## config.mk

```make
export PLATFORM = sky130hd
export DESIGN_NAME = mem_req_arbiter
export DESIGN_NICKNAME = d
export VERILOG_FILES = /design/src/rtl/mem_arb_pkg.sv /design/src/rtl/arb_starve_cnt.sv /design/src/rtl/mem_req_arbiter.sv
export SDC_FILE = /design/constraint.sdc
export NUM_CORES = 1
export LEC_CHECK = 0
export ABC_AREA = 1
export BUFFER_PORTS_ARGS = -buffer_cell sky130_fd_sc_hd__buf_2
export CORE_MARGIN = 5
export CORE_UTILIZATION = 40
export CTS_CLUSTER_DIAMETER = 40
export DETAILED_ROUTE_END_ITERATION = 6
export GPL_ROUTABILITY_DRIVEN = 0
export PLACE_DENSITY_LB_ADDON = 0.08
export SETUP_SLACK_MARGIN = 0.5
export SYNTH_ARGS = -nofsm -noshare
export SYNTH_HDL_FRONTEND = slang
export SYNTH_SLANG_ARGS = --single-unit
export TNS_END_PERCENT = 5
```

## constraint.sdc

```tcl
create_clock -name aclk -period 3.8 [get_ports aclk]
set_input_delay 0.57 -clock aclk [delete_from_list [all_inputs] [get_ports aclk]]
set_output_delay 0.57 -clock aclk [all_outputs]
set_load 0.01 [all_outputs]
```

## src/rtl/mem_arb_pkg.sv

```systemverilog
// mem_arb_pkg: state encodings, owner codes and line-offset default shared by the miss arbiter.
package mem_arb_pkg;
  typedef enum logic [1:0] {R_IDLE, R_REQ, R_DATA} rd_state_e;
  typedef enum logic [1:0] {W_IDLE, W_REQ, W_WAIT} wr_state_e;
  localparam logic OWNER_I = 1'b0;
  localparam logic OWNER_D = 1'b1;
  localparam int LINE_OFF_DEF = 4;
endpackage

```

## src/rtl/arb_starve_cnt.sv

```systemverilog
// arb_starve_cnt: 4-bit saturating wait counter with a threshold flag.
module arb_starve_cnt #(
  parameter int LIMIT = 8
) (
  input  logic clk,
  input  logic rst,
  input  logic inc_i,
  input  logic clr_i,
  output logic hit_o
);
  logic [3:0] cnt_q, cnt_d;
  always_comb cnt_d = clr_i ? 4'd0 : (inc_i && cnt_q != 4'hf) ? cnt_q + 4'd1 : cnt_q;
  always_ff @(posedge clk) cnt_q <= rst ? 4'd0 : cnt_d;
  assign hit_o = int'(cnt_q) >= LIMIT;
endmodule

```

## src/rtl/mem_req_arbiter.sv

```systemverilog
// mem_req_arbiter: schedules ICache/DCache misses onto the bridge read and write ports,
// routes returned beats by owner and holds same-line opposite-direction transfers.
module mem_req_arbiter
  import mem_arb_pkg::*;
#(
  parameter int STARVE_LIMIT = 8,
  parameter int LINE_OFF = LINE_OFF_DEF
) (
  input  logic         aclk,
  input  logic         areset,
  input  logic         i_rd_req,
  input  logic [1:0]   i_rd_type,
  input  logic [31:0]  i_rd_addr,
  output logic         i_rd_rdy,
  output logic         i_ret_valid,
  input  logic         d_rd_req,
  input  logic [1:0]   d_rd_type,
  input  logic [31:0]  d_rd_addr,
  output logic         d_rd_rdy,
  output logic         d_ret_valid,
  input  logic         d_wr_req,
  input  logic [31:0]  d_wr_addr,
  input  logic [3:0]   d_wr_wstrb,
  input  logic [127:0] d_wr_data,
  input  logic         d_uncache_store,
  output logic         d_wr_rdy,
  output logic         m_rd_req,
  output logic [1:0]   m_rd_type,
  output logic [31:0]  m_rd_addr,
  input  logic         m_rd_rdy,
  input  logic         m_ret_valid,
  input  logic         m_ret_last,
  output logic         m_wr_req,
  output logic [31:0]  m_wr_addr,
  output logic [3:0]   m_wr_wstrb,
  output logic [127:0] m_wr_data,
  output logic         m_uncache_store,
  input  logic         m_wr_rdy,
  input  logic         m_wr_done
);
  localparam int LW = 32 - LINE_OFF;
  rd_state_e rd_q, rd_d;
  wr_state_e wr_q, wr_d;
  logic rd_own_q, rd_own_d, wr_uc_q, wr_uc_d;
  logic [1:0] rd_type_q, rd_type_d;
  logic [31:0] rd_addr_q, rd_addr_d, wr_addr_q, wr_addr_d;
  logic [3:0] wr_strb_q, wr_strb_d;
  logic [127:0] wr_data_q, wr_data_d;
  logic starve_hit, wr_acc, i_ok, d_ok, i_win, rd_idle, wr_busy;
  logic [LW-1:0] i_line, d_line, w_line, wq_line, rq_line;
  assign i_line  = i_rd_addr[31:LINE_OFF];
  assign d_line  = d_rd_addr[31:LINE_OFF];
  assign w_line  = d_wr_addr[31:LINE_OFF];
  assign wq_line = wr_addr_q[31:LINE_OFF];
  assign rq_line = rd_addr_q[31:LINE_OFF];
  assign wr_busy = wr_q != W_IDLE;
  assign d_wr_rdy = !areset && !wr_busy && !(rd_q != R_IDLE && w_line == rq_line);
  assign wr_acc = d_wr_req && d_wr_rdy;
  // A read is held against the in-flight write line and against a write accepted this very cycle.
  assign i_ok = i_rd_req && !(wr_busy && i_line == wq_line) && !(wr_acc && i_line == w_line);
  assign d_ok = d_rd_req && !(wr_busy && d_line == wq_line) && !(wr_acc && d_line == w_line);
  assign i_win = i_ok && (!d_ok || starve_hit);
  assign rd_idle = !areset && rd_q == R_IDLE;
  assign i_rd_rdy = rd_idle && i_win;
  assign d_rd_rdy = rd_idle && d_ok && !i_win;
  arb_starve_cnt #(.LIMIT(STARVE_LIMIT)) u_starve (
    .clk(aclk), .rst(areset), .inc_i(i_rd_req), .clr_i(i_rd_rdy || !i_rd_req), .hit_o(starve_hit)
  );
  always_comb begin
    rd_d = rd_q;
    rd_own_d = rd_own_q;
    rd_type_d = rd_type_q;
    rd_addr_d = rd_addr_q;
    if (i_rd_rdy || d_rd_rdy) begin
      rd_d = R_REQ;
      rd_own_d = d_rd_rdy ? OWNER_D : OWNER_I;
      rd_type_d = d_rd_rdy ? d_rd_type : i_rd_type;
      rd_addr_d = d_rd_rdy ? d_rd_addr : i_rd_addr;
    end
    if (rd_q == R_REQ && m_rd_rdy) rd_d = R_DATA;
    if (rd_q == R_DATA && m_ret_valid && m_ret_last) rd_d = R_IDLE;
  end
  always_comb begin
    wr_d = wr_q;
    wr_addr_d = wr_addr_q;
    wr_strb_d = wr_strb_q;
    wr_data_d = wr_data_q;
    wr_uc_d = wr_uc_q;
    if (wr_acc) begin
      wr_d = W_REQ;
      wr_addr_d = d_wr_addr;
      wr_strb_d = d_wr_wstrb;
      wr_data_d = d_wr_data;
      wr_uc_d = d_uncache_store;
    end
    if (wr_q == W_REQ && m_wr_rdy) wr_d = W_WAIT;
    if (wr_q == W_WAIT && m_wr_done) wr_d = W_IDLE;
  end
  always_ff @(posedge aclk) begin
    if (areset) begin
      rd_q <= R_IDLE;
      wr_q <= W_IDLE;
      rd_own_q <= OWNER_I;
      rd_type_q <= '0;
      rd_addr_q <= '0;
      wr_addr_q <= '0;
      wr_strb_q <= '0;
      wr_data_q <= '0;
      wr_uc_q <= 1'b0;
    end else begin
      rd_q <= rd_d;
      wr_q <= wr_d;
      rd_own_q <= rd_own_d;
      rd_type_q <= rd_type_d;
      rd_addr_q <= rd_addr_d;
      wr_addr_q <= wr_addr_d;
      wr_strb_q <= wr_strb_d;
      wr_data_q <= wr_data_d;
      wr_uc_q <= wr_uc_d;
    end
  end
  // Outputs are forced low while reset is asserted, before the first reset edge lands.
  assign m_rd_req = !areset && rd_q == R_REQ;
  assign m_rd_type = areset ? '0 : rd_type_q;
  assign m_rd_addr = areset ? '0 : rd_addr_q;
  assign m_wr_req = !areset && wr_q == W_REQ;
  assign m_wr_addr = areset ? '0 : wr_addr_q;
  assign m_wr_wstrb = areset ? '0 : wr_strb_q;
  assign m_wr_data = areset ? '0 : wr_data_q;
  assign m_uncache_store = !areset && wr_uc_q;
  assign i_ret_valid = !areset && m_ret_valid && rd_q == R_DATA && rd_own_q == OWNER_I;
  assign d_ret_valid = !areset && m_ret_valid && rd_q == R_DATA && rd_own_q == OWNER_D;
endmodule

```

=== Yosys cells after proc, flatten, opt, wreduce, memory -nomap -nowiden ===
Index checks and enable logic that the tools add are counted.

* Bitwise operators: 1
* Magnitude comparators: 1
* Reduce and logical (&&, ||, !) cells: 53
* Muxes and demuxes: 12
* Add/subtract/negate cells: 1
* Eq/ne operators: 10

{| class="wikitable"
|+ Operator list
! cell !! number
|-
| 28-bit == test || 5
|-
| 128-bit 2-to-1 mux || 1
|-
| 32-bit 2-to-1 mux || 3
|-
| 1-bit logical AND || 30
|-
| 2-bit 2-to-1 mux || 6
|-
| 1-bit logical NOT || 10
|-
| 2-bit nonzero test || 4
|-
| 2-bit OR reduction || 3
|-
| 3-bit OR reduction || 2
|-
| 4-bit by 1-bit adder with 4-bit output (second input constant) || 1
|-
| 2-bit by 1-bit == test with 1-bit output (second input constant) || 2
|-
| 2-bit == test (second input constant) || 2
|-
| 4-bit >= comparator (second input constant) || 1
|-
| 4-bit 2-to-1 mux || 1
|-
| 4-bit != test (second input constant) || 1
|-
| 1-bit logical OR || 3
|-
| 2-bit logical NOT || 1
|-
| 1-bit 2-to-1 mux || 1
|-
| 1-bit inverter || 1
|}

* Output and inout port bits: 206
* Flip-flop bits (word level): 208
* Input port bits: 243
* Logic and storage cells: 90

=== Longest topological paths before layout ===
Gate-level depths: netlist of the first run.

* Depth in word-level cells: 16
* Depth in mapped cells: 18
* Depth with buffers taken out: 17

=== Modules after synthesis ===
From an unflattened synthesis of the first run, not the netlist that was laid out.

* Cells, all modules: 1802
* Area, all modules: 11293.3 µm²

{| class="wikitable"
|+ By module, submodules not included
! module !! cells each !! sequential area each (µm²) !! area each (µm²) !! times used
|-
| mem_req_arbiter || 1768 || 4083.9 || 11073.1 || 1
|-
| arb_starve_cnt || 34 || 80.1 || 220.2 || 1
|}

=== Least setup slack after synthesis of the first run ===
OpenSTA, ideal clock, no wires.

* Path type: in2out
* From: input areset
* To: output i_rd_rdy
* Path buffers: 3
* Arrival: 1.935 ns
* Cell stages on the path: 8
* Data required time: 3.230 ns
* Slack: 1.295 ns
* Cells stage by stage: clkbuf_1 nor3_1 nand4_2 nand3_1 nand3_2 buf_4 buf_6 inv_1

* Word-level cells in the longest chain between the ends: 11
* Elaborated cells between the ends (all ways): 15
* Classes of those cells: reduce/logical: 15

{| class="wikitable"
|+ Ends and longest elaborated chain
! element !! line !! RTL
|-
| from (decl) || mem_req_arbiter.sv:10 || <nowiki>input logic areset,</nowiki>
|-
| 1-bit logical NOT * || mem_req_arbiter.sv:57, mem_req_arbiter.sv:63 ||
|-
| 1-bit logical AND (2 in a row) || mem_req_arbiter.sv:57 || <nowiki>assign d_wr_rdy = !areset && !wr_busy && !(rd_q != R_IDLE && w_line == rq_line);</nowiki>
|-
| 1-bit logical AND || mem_req_arbiter.sv:58 || <nowiki>assign wr_acc = d_wr_req && d_wr_rdy;</nowiki>
|-
| 1-bit logical AND || mem_req_arbiter.sv:61 || <nowiki>assign d_ok = d_rd_req && !(wr_busy && d_line == wq_line) && !(wr_acc && d_line == w_line);</nowiki>
|-
| 1-bit logical NOT || mem_req_arbiter.sv:61 ||
|-
| 1-bit logical AND || mem_req_arbiter.sv:61 ||
|-
| 1-bit logical NOT || mem_req_arbiter.sv:62 || <nowiki>assign i_win = i_ok && (!d_ok || starve_hit);</nowiki>
|-
| 1-bit logical OR || mem_req_arbiter.sv:62 ||
|-
| 1-bit logical AND || mem_req_arbiter.sv:62 ||
|-
| 1-bit logical AND * || mem_req_arbiter.sv:64 || <nowiki>assign i_rd_rdy = rd_idle && i_win;</nowiki>
|-
| to (decl) || mem_req_arbiter.sv:14 || <nowiki>output logic i_rd_rdy,</nowiki>
|}

Mark *: on every way between the ends. The rest lies on a longest branch, timed or not.

=== Worst setup path after layout of the first run ===
* From: register wr_q[1]
* To: output i_rd_rdy

* Word-level cells in the longest chain between the ends: 12
* Elaborated cells between the ends (all ways): 21
* Classes of those cells: reduce/logical: 21

{| class="wikitable"
|+ Ends and longest elaborated chain
! element !! line !! RTL
|-
| from (decl) || mem_req_arbiter.sv:43 || <nowiki>wr_state_e wr_q, wr_d;</nowiki>
|-
| from (signal assigned) || mem_req_arbiter.sv:112 || <nowiki>wr_q <= wr_d;</nowiki>
|-
| 2-bit nonzero test * || mem_req_arbiter.sv:56 || <nowiki>assign wr_busy = wr_q != W_IDLE;</nowiki>
|-
| 1-bit logical NOT || mem_req_arbiter.sv:57 ||
|-
| 1-bit logical AND (2 in a row) || mem_req_arbiter.sv:57 ||
|-
| 1-bit logical AND || mem_req_arbiter.sv:58 ||
|-
| 1-bit logical AND || mem_req_arbiter.sv:61 ||
|-
| 1-bit logical NOT || mem_req_arbiter.sv:61 ||
|-
| 1-bit logical AND || mem_req_arbiter.sv:61 ||
|-
| 1-bit logical NOT || mem_req_arbiter.sv:62 ||
|-
| 1-bit logical OR || mem_req_arbiter.sv:62 ||
|-
| 1-bit logical AND * || mem_req_arbiter.sv:62 ||
|-
| 1-bit logical AND * || mem_req_arbiter.sv:64 ||
|}

Marked as above.

==> results.md, run 1 <==
* Top-count cell post-synth: nor2_1
* Mapped Cells at 1784
* Mapped Nets at 2029
* CP arrival at 2.57 ns
* Avg Inst Size Synth at 6.28 sq um
* Aggregate global-route resource usage at 26.5%
* Fin area at 15000 sq um
* Post-synth EDFFs at 0
* Fin Setup TNS at 0 ns
* Multi-input gate area at 5500 sq um
* Logic pwr share at 17.8%
* Storage cell area at 4160 sq um
* Setup Skew at 0.0244 ns
* Crit path max fanout at 9
* Buffers on Ports at 448
* CP Class: reg -> out
* Synth top area share at 37.2%
* First-pass GRT wire length at 66100 um
* Worst hold start: d_wr_data[15]
* Drt wl/cell at 17.0 um
* Dpl cell area at 13600 sq um
* Layout cells sized above 1 at 25.4%
* Reg power frac at 34.2%
* Worst rel slew slack at 39.6%
* Rows at 61
* Crit end category: primary output
* Leading cell types by total area after synthesis: dfxtp_1 37%, nor2_1 11%, nand2_1 9.1%, inv_1 8.9%, a21oi_1 8.8%
* Top Ports at 449
* Iter 0 DRT Violations at 896
* Primary FF master, synth: dfxtp_1
* Number of remaining DRC errors at 0
* Leak at 7.57 nW
* Worst hold path class: in -> reg
* Final hold violations at 0
* Initial antenna violation count at 12
* Peak Freq at 318 MHz
* Area delta synth->final at 33.7%
* Least-Margin Pin Slew at 0.906 ns
* VDD IR max at 0.000328 V
* Final ANT Viol Nets at 0
* CTS buffer count at 37
* WP data required at 3.23 ns
* Yosys top cell by area: dfxtp_1
* Root buffer cell: clkbuf_16
* RSZ-0062 raised after global routing: true
* Cts hold-fix bufs at 0
* Die area at 31400 sq um
* Clock power share at 48.0%
* Switching Share at 28.9%
* Final wirelength at 44300 um
* Share of flip-flops with an asynchronous set or reset at 0%
* Total gr overflow at 0
* Routed vias at 12721
* Die Ht at 177 um
* Clk sink count at 208
* Reg clk slew, reported paths at 0.06 ns
* Clock latency on the worst-skew pair at 0.51 ns
* # fillers at 2912
* Max Root-Sink Buffers at 3
* Final setup vio count at 0
* HPWL after DPL at 32900 um
* Startpoint Class: flop
* Mapped cell area at 11200 sq um
* Final Slew Violations at 0
* Total core area at 27700 sq um
* CTS H-tree lvls at 2
* Via-per-instance ratio at 4.90
* Seq cells post-synth at 208
* Synth cell count leaders: 329 x nor2_1, 272 x nand2_1, 266 x inv_1
* Status: complete, no violations
* Initial Utilization at 40.4%
* Register area share after synthesis at 37.2%
* Minimum clock period at 3.14 ns
* YS warnings at 0
* Final period utilization at 82.7%
* Largest net degree at the start of global routing at 192
* Sw Pwr at 0.00207 W
* Max-cap violations at 0
* Netlist cell types at 30
* Nets@finish at 2433
* Die width at 177 um
* Vias in the first global route at 12228
* TritonCTS clock tree: yes
* First drt pass iteration count at 5
* Internal Pwr Total at 0.00508 W
* Reg2reg start: rd_addr_q[28]
* CP startpoint: wr_q[1]
* PwrDens at 478 nW/um^2
-- power by group through the flow --
stage,clock network (W),registers (W),logic [W]
2_1_floorplan,0,0.00247,0.000777
3_3_place_gp,0,0.00249,0.00125
3_5_place_dp,0,0.00249,0.00126
4_1_cts,0.00349,0.00245,0.00127
5_1_grt,0.00358,0.00246,0.00143
6_report,0.00343,0.00245,0.00127
-- registers in the layout, indices dropped and copies added, names as in the netlist, 2 cells and up --
signal and flops:
rd_q 2, u_starve.cnt_q 4, wr_q 2, rd_addr_q 32, wr_strb_q 4, wr_data_q 128
wr_addr_q 32, rd_type_q 2
-- metal layers --
layer	part of all wire [%]	vias to the layer above	track usage (%)
met5	0.17	-	0
met1	40	5710	31.8
li1	-	6401	-
met4	3.5	14	9.96
met3	8.3	109	7.80
met2	48	487	45.1
-- final timing paths --
kind	to	slack, ns	cells after the start
setup reg to reg	wr_addr_q[8]	0.99	13
hold / removal	wr_data_q[15]	0.33	3
hold reg to reg	wr_data_q[85]	0.45	2
setup / recovery	i_rd_rdy	0.66	11
-- metrics by stage --
step | util, % | setup slack, ns | hold WS (ns) | total power, W | cells
after global routing | 54.0 | 0.497 | 0.329 | 0.00748 | 2597
after floorplan | - | 1.30 | 0.430 | 0.00324 | 1784
after CTS | 53.9 | 0.607 | 0.315 | 0.00721 | 2589
after detailed placement | 49.2 | 0.569 | 0.442 | 0.00375 | 2522
final | 54.0 | 0.659 | 0.333 | 0.00715 | 2597
after global placement | 49.2 | 0.598 | 0.438 | 0.00374 | 2522
-- timing repair --
item | in CTS | in global routing
setup endpoints to repair | 1 | 2
gates cloned | 1 | 0
setup buffers | 1 | 3
resized for setup | 0 | 0
pin swaps | 1 | 0
-- cells by family (layout without fill, tap and decap cells) --
group	Yosys count	count (layout)	synth area share, %
AND/OR/NAND/NOR	727	728	26.4
AO/OA/AOI/OAI	411	411	18.9
buffers and inverters	392	821	13.8
flip-flops	208	208	37.2
XOR/XNOR	44	44	3.44
adder cells (fa/ha/maj)	2	2	0.223
other	0	5	0
-- critical path, stage by stage (launching register included) --
cell	delay, ns
dfxtp_1	0.40
nor2_1	0.09
nor2_1	0.21
nand4_1	0.12
nor2_1	0.20
nand2_1	0.08
nor2_1	0.16
nor2_1	0.11
nand3_1	0.16
nand3_2	0.23
inv_1	0.12
buf_2	0.17
-- cell usage in the layout (no fill, tap or decap), drive strengths merged, types with 13 or more instances in the layout --
master,instances
nor3,19
xor2,25
xnor2,19
a21oi,196
a21boi,13
nand3,85
nor2,332
dfxtp,208
buf,469
nand4,17
clkbuf,42
nand2,275
o22ai,21
o21ai,179
inv,293
-- area by class of cell --
| type | instances | area share, % |
|---|---|---|
| Timing Repair Buffer | 469 | 16.5 |
| Clock inverter | 23 | 2.08 |
| Clock buffer | 42 | 6.44 |
| Multi-Input combinational cell | 1185 | 36.7 |
| Sequential cell | 208 | 27.8 |
| Tap cell | 378 | 3.16 |
| Antenna cell | 5 | 0.0836 |
| Inverter | 287 | 7.21 |
(Power assumes the default switching activity.)
==> inputs of run 2 (changes only) <==
==> constraint.sdc (replaced) <==
create_clock -name aclk -period 2.9 [get_ports aclk]
set_input_delay 0.435 -clock aclk [delete_from_list [all_inputs] [get_ports aclk]]
set_output_delay 0.435 -clock aclk [all_outputs]
set_load 0.01 [all_outputs]
==> run 2 against run 1 <==
  * Die area did not move
  * Clock-buffer cell count rose by 9
  * Via count rose by 2.3%
  * Worst setup slack got worse by 0.36 ns
  * Sequential share of layout area fell by 0.88 points
  * Clock skew fell by 0.0039 ns
  * Largest power group unchanged
  * Largest cell class unchanged
  * Cell area rose by 4.4%
==> results.md, run 2 (synthesis results as in run 1) <==
* Status: complete, no violations
* Max reg flops at 128
* CTS buffer count at 42
* Commonest non-fill, non-tap cells in the layout: 445 x buf_2, 315 x nor2_1, 262 x nand2_1, 234 x inv_1, 194 x a21oi_1
* RSZ-0062 raised after global routing: true
* Total gr overflow at 0
* Die width at 177 um
* R2r worst-path depth at 14
* Startpoint Class: flop
* Initial Utilization at 40.4%
* Area delta synth->final at 39.5%
* First drt pass iteration count at 6
* Peak Freq at 384 MHz
* WP data required at 2.47 ns
* Wl on met1 at 17900 um
* Final ANT Viol Nets at 0
* Crit end category: primary output
* Worst rel slew slack at 23.0%
* Fin Setup TNS at 0 ns
* Crit path max fanout at 3
* Worst hold path class: in -> reg
* FF-to-FF End: wr_addr_q[8]
* Cts hold-fix bufs at 0
* Max incr delay on CP at 0.38 ns
* Clk sink count at 208
* Rows at 61
* Commonest non-fill, non-tap cell in the layout: buf_2
* Final Slew Violations at 0
* HPWL after DPL at 32800 um
* Top Ports at 449
* TritonCTS clock tree: yes
* Final wirelength at 45800 um
* Reg2reg setup slack at 0.58 ns
* First-pass GRT wire length at 67200 um
* Final setup vio count at 0
* Iter 0 DRT Violations at 1009
* Die area at 31400 sq um
* CTS H-tree lvls at 2
* Largest Register: wr_data_q
* Least-Margin Pin Slew at 1.16 ns
* Worst hold path depth at 3
* CP arrival at 2.17 ns
* Nets@finish at 2458
* Final hold violations at 0
* Critical Path Most Common Cell: nor2_2
* Number of remaining DRC errors at 0
* Fin util at 56.4%
* Leak at 7.85 nW
* Crit path buf inv count at 2
* VDD IR max at 0.000448 V
* Die Ht at 177 um
* Cell Chain, Critical Path: o22ai_1 > nor2_2 > nand2_1 > nor2_2 > nand2_1 > nor2_2 > nor2_4 > nand3_4 > nand2_4 > nand2_2 > inv_2 > buf_6
* DR top layer: met5
* Reg clk slew, reported paths at 0.05 ns
* Worst hold start: m_rd_rdy
* Aggregate global-route resource usage at 27.0%
* Largest net degree at the start of global routing at 201
* Reg2reg start: rd_addr_q[31]
* Routed vias at 13018
* Vias in the first global route at 12180
* Buffers on Ports at 448
* Root buffer cell: clkbuf_16
* Largest registers: wr_data_q (128), rd_addr_q (32), wr_addr_q (32)
* Layout cells sized above 1 at 30.7%
* Minimum clock period at 2.60 ns
* Met2 WL at 22100 um
* Setup Skew at 0.0205 ns
* Worst min-delay path endpoint: rd_q[1]
* WHS at 0.177 ns
* Max Root-Sink Buffers at 3
* CP top delay family: simple AND/OR/NAND/NOR gates
* Max-cap violations at 0
* Clock latency on the worst-skew pair at 0.53 ns
* PwrDens at 648 nW/um^2
* Via-per-instance ratio at 4.95
* Initial antenna violation count at 8
* Drt wl/cell at 17.4 um
* Total core area at 27700 sq um
* Final period utilization at 89.8%
* CP Class: reg -> out
* CP max stage cell: dfxtp_1
* Metal3 WL at 3970 um
[run 2: cell count changes in the layout (fill, tap and decap cells not counted), sizes merged]
| cell | change |
|---|---|
| diode | -2 |
| buf | +20 |
| clkinv | +5 |
| inv | -2 |
| clkbuf | +10 |
| nand3 | -1 |
| bufinv | +1 |
[run 2: routing by layer]
layer	GRT usage, %	vias up
li1	-	6461
met5	0	-
met3	7.54	110
met4	10.4	12
met1	32.7	5887
met2	45.7	548
[run 2: power by group]
part           internal (W)  leakage [nW]  total (W)  switching (W)
clock network       0.00345         0.733    0.00513        0.00167
logic              0.000659          5.39    0.00177        0.00111
registers           0.00311          1.72    0.00322       0.000108
[run 2: final cells by class]
type / instances / area [sq um]
fillers: 2855 / 12100
multi-input cells: 1184 / 5680
flip-flops and latches: 208 / 4210
repair buffers: 490 / 2660
clock buffers: 51 / 1140
inverters: 287 / 1100
well taps: 378 / 473
clock inverters: 27 / 358
diodes: 3 / 7.51
[run 2: stage by stage]
step | worst slack, ns | total power [W] | instances | area, sq um
after detailed placement | 0.167 | 0.00492 | 2528 | 13700
after global routing | 0.154 | 0.0106 | 2627 | 15600
after floorplan | 0.665 | 0.00425 | 1784 | 11200
after CTS | 0.251 | 0.0101 | 2613 | 15300
after global placement | 0.155 | 0.00491 | 2528 | 13700
final | 0.296 | 0.0101 | 2628 | 15600
[run 2: repair_timing]
item / 4_1_cts / 5_1_grt
resized for setup: 48 / 77
pin swaps: 25 / 30
setup endpoints to repair: 5 / 150
cloned: 0 / 1
buffers inserted: 7 / 11
[run 2: worst min-delay path, cell delays in order]
cell and delay, ns:
buf_2 0.09, a21oi_1 0.06, nor2_1 0.08
[run 2: worst max-delay path by stage]
stage                           to  cells after the start  slack, ns           from
final                     d_rd_rdy                     12       0.30  wr_addr_q[16]
after detailed placement  i_rd_rdy                     14       0.17   d_rd_addr[8]
after global routing      d_rd_rdy                     13       0.15   wr_addr_q[7]
after floorplan           i_rd_rdy                      8       0.67         areset
after CTS                 d_rd_rdy                     15       0.25  rd_addr_q[28]
after global placement    i_rd_rdy                     14       0.15   d_rd_addr[8]
==> inputs of run 3 (changes only) <==
--- a/config.mk
+++ b/config.mk
@@ -13,7 +13,7 @@
 export DETAILED_ROUTE_END_ITERATION = 6
 export GPL_ROUTABILITY_DRIVEN = 0
 export PLACE_DENSITY_LB_ADDON = 0.08
-export SETUP_SLACK_MARGIN = 0.5
+export SETUP_SLACK_MARGIN = 0.2
 export SYNTH_ARGS = -nofsm -noshare
 export SYNTH_HDL_FRONTEND = slang
 export SYNTH_SLANG_ARGS = --single-unit
==> run 3 against run 2 <==
  * Cell area fell by 1.8%
  * Power fell by 0.95%
  * Critical endpoint unchanged
  * Via count fell by 0.68%
  * First-iteration DRC count fell by 0.20%
  * Worst setup slack got worse by 0.10 ns
==> results.md, run 3 (synthesis results as in run 1) <==
* Status: complete, no violations
* Vias in the first global route at 12150
* CP arrival at 2.27 ns
* Minimum clock period at 2.70 ns
* Initial antenna violation count at 8
* Largest registers: wr_data_q (128), rd_addr_q (32), wr_addr_q (32)
* Final ANT Viol Nets at 0
* CTS H-tree lvls at 2
* CTS buffer count at 42
* PwrDens at 654 nW/um^2
* Reg2reg setup slack at 0.42 ns
* WP data required at 2.47 ns
* Die area at 31400 sq um
* Clk sink count at 208
* Pre-CTS setup slack at 0.167 ns
* Startpoint Class: flop
* Total core area at 27700 sq um
* Worst rel slew slack at 23.8%
* Root buffer cell: clkbuf_16
* Clock latency on the worst-skew pair at 0.52 ns
* First drt pass iteration count at 5
* Buffers on Ports at 448
* Total gr overflow at 0
* TritonCTS clock tree: yes
* Fin Setup TNS at 0 ns
* Commonest non-fill, non-tap cell in the layout: buf_2
* Max-cap violations at 0
* VDD IR max at 0.000447 V
* Max Root-Sink Buffers at 3
* Final setup vio count at 0
* First-pass GRT wire length at 67000 um
* Top Ports at 449
* Commonest non-fill, non-tap cells in the layout: 447 x buf_2, 322 x nor2_1, 271 x nand2_1, 258 x inv_1, 201 x dfxtp_1
* Area delta synth->final at 37.0%
* Initial Utilization at 40.4%
* Setup Skew at 0.0183 ns
* Final Slew Violations at 0
* Least-Margin Pin Slew at 1.14 ns
* Crit end category: primary output
* Worst hold path class: in -> reg
* Final hold violations at 0
* Die Ht at 177 um
* Leak at 7.72 nW
* Crit path max fanout at 4
* Reg clk slew, reported paths at 0.05 ns
* Iter 0 DRT Violations at 1007
* HPWL after DPL at 32800 um
* RSZ-0062 raised after global routing: true
* Aggregate global-route resource usage at 27.0%
* Final WS setup at 0.195 ns
* Cts hold-fix bufs at 0
* Fin area at 15300 sq um
* Largest Register: wr_data_q
* Routed vias at 12929
* Number of remaining DRC errors at 0
* CP Class: reg -> out
* Dpl cell area at 13700 sq um
* Fin cells at 2613
* Drt wl/cell at 17.1 um
* Multi-input gate area at 5580 sq um
* Storage cell area at 4180 sq um
* Peak Freq at 370 MHz
* Via-per-instance ratio at 4.95
* Placed Instances at 2528
* Rows at 61
* # fillers at 2865
* Die width at 177 um
* Largest net degree at the start of global routing at 201
* Final wirelength at 44600 um
* Nets@finish at 2444
* Layout cells sized above 1 at 27.3%
* Final period utilization at 93.3%
* Max reg flops at 128
## run 3: cell types whose count changed in the layout (fill, tap and decap cells not counted), sizes merged
| cell | delta |
|---|---|
| clkbuf | -1 |
| diode | -1 |
| buf | -13 |
## run 3: layer usage
| layer | vias up | track usage [%] | routed length (um) |
|---|---|---|---|
| met5 | - | 0 | 63 |
| met4 | 12 | 10.2 | 1670 |
| met3 | 106 | 7.50 | 3910 |
| met2 | 547 | 45.6 | 21400 |
| met1 | 5832 | 32.7 | 17500 |
| li1 | 6432 | - | - |
## run 3: power by group
group | internal (W) | switching [W]
Sequential | 0.00311 | 0.000101
Clock | 0.00345 | 0.00166
Combinational | 0.000620 | 0.00108
## run 3: final cells by class
class | instances | area share [%]
multi-input combinational | 1184 | 36.4
sequential | 208 | 27.2
timing repair buffer | 476 | 16.4
clock buffer | 51 | 7.46
inverter | 287 | 7.06
tap | 378 | 3.08
clock inverter | 27 | 2.33
antenna | 2 | 0.0326
## run 3: path summary, 6_finish.rpt
| path | startpoint | to | cells past startpoint |
|---|---|---|---|
| min | m_rd_rdy | rd_q[1] | 3 |
| max reg2reg | rd_addr_q[21] | wr_data_q[55] | 12 |
| min reg2reg | wr_data_q[94] | wr_data_q[94] | 2 |
| max | rd_addr_q[21] | d_rd_rdy | 14 |
## run 3: critical path, cell delays in order, from the launching register on
cell,delay (ns)
dfxtp_1,0.30
inv_1,0.08
nand2_1,0.06
o21ai_0,0.07
nor2_1,0.24
nand3_2,0.14
nor2_4,0.13
nand2_2,0.11
nand3_4,0.10
nor2_2,0.05
nor2_4,0.11
nand2_2,0.09
nand2_1,0.08
inv_2,0.05
buf_2,0.13
## run 3: what timing repair did
item / CTS / global route
setup buffers: 2 / 3
setup endpoints to repair: 3 / 3
gates resized for setup: 8 / 30
pin swaps: 2 / 12
## run 3: per-stage QoR
stage / hold WS (ns) / utilization, % / total power, W
floorplan: 0.430 / - / 0.00425
global placement: 0.438 / 49.4 / 0.00491
detailed placement: 0.444 / 49.4 / 0.00492
CTS: 0.165 / 55.0 / 0.0101
global route: 0.188 / 55.4 / 0.0105
finish: 0.183 / 55.4 / 0.0100
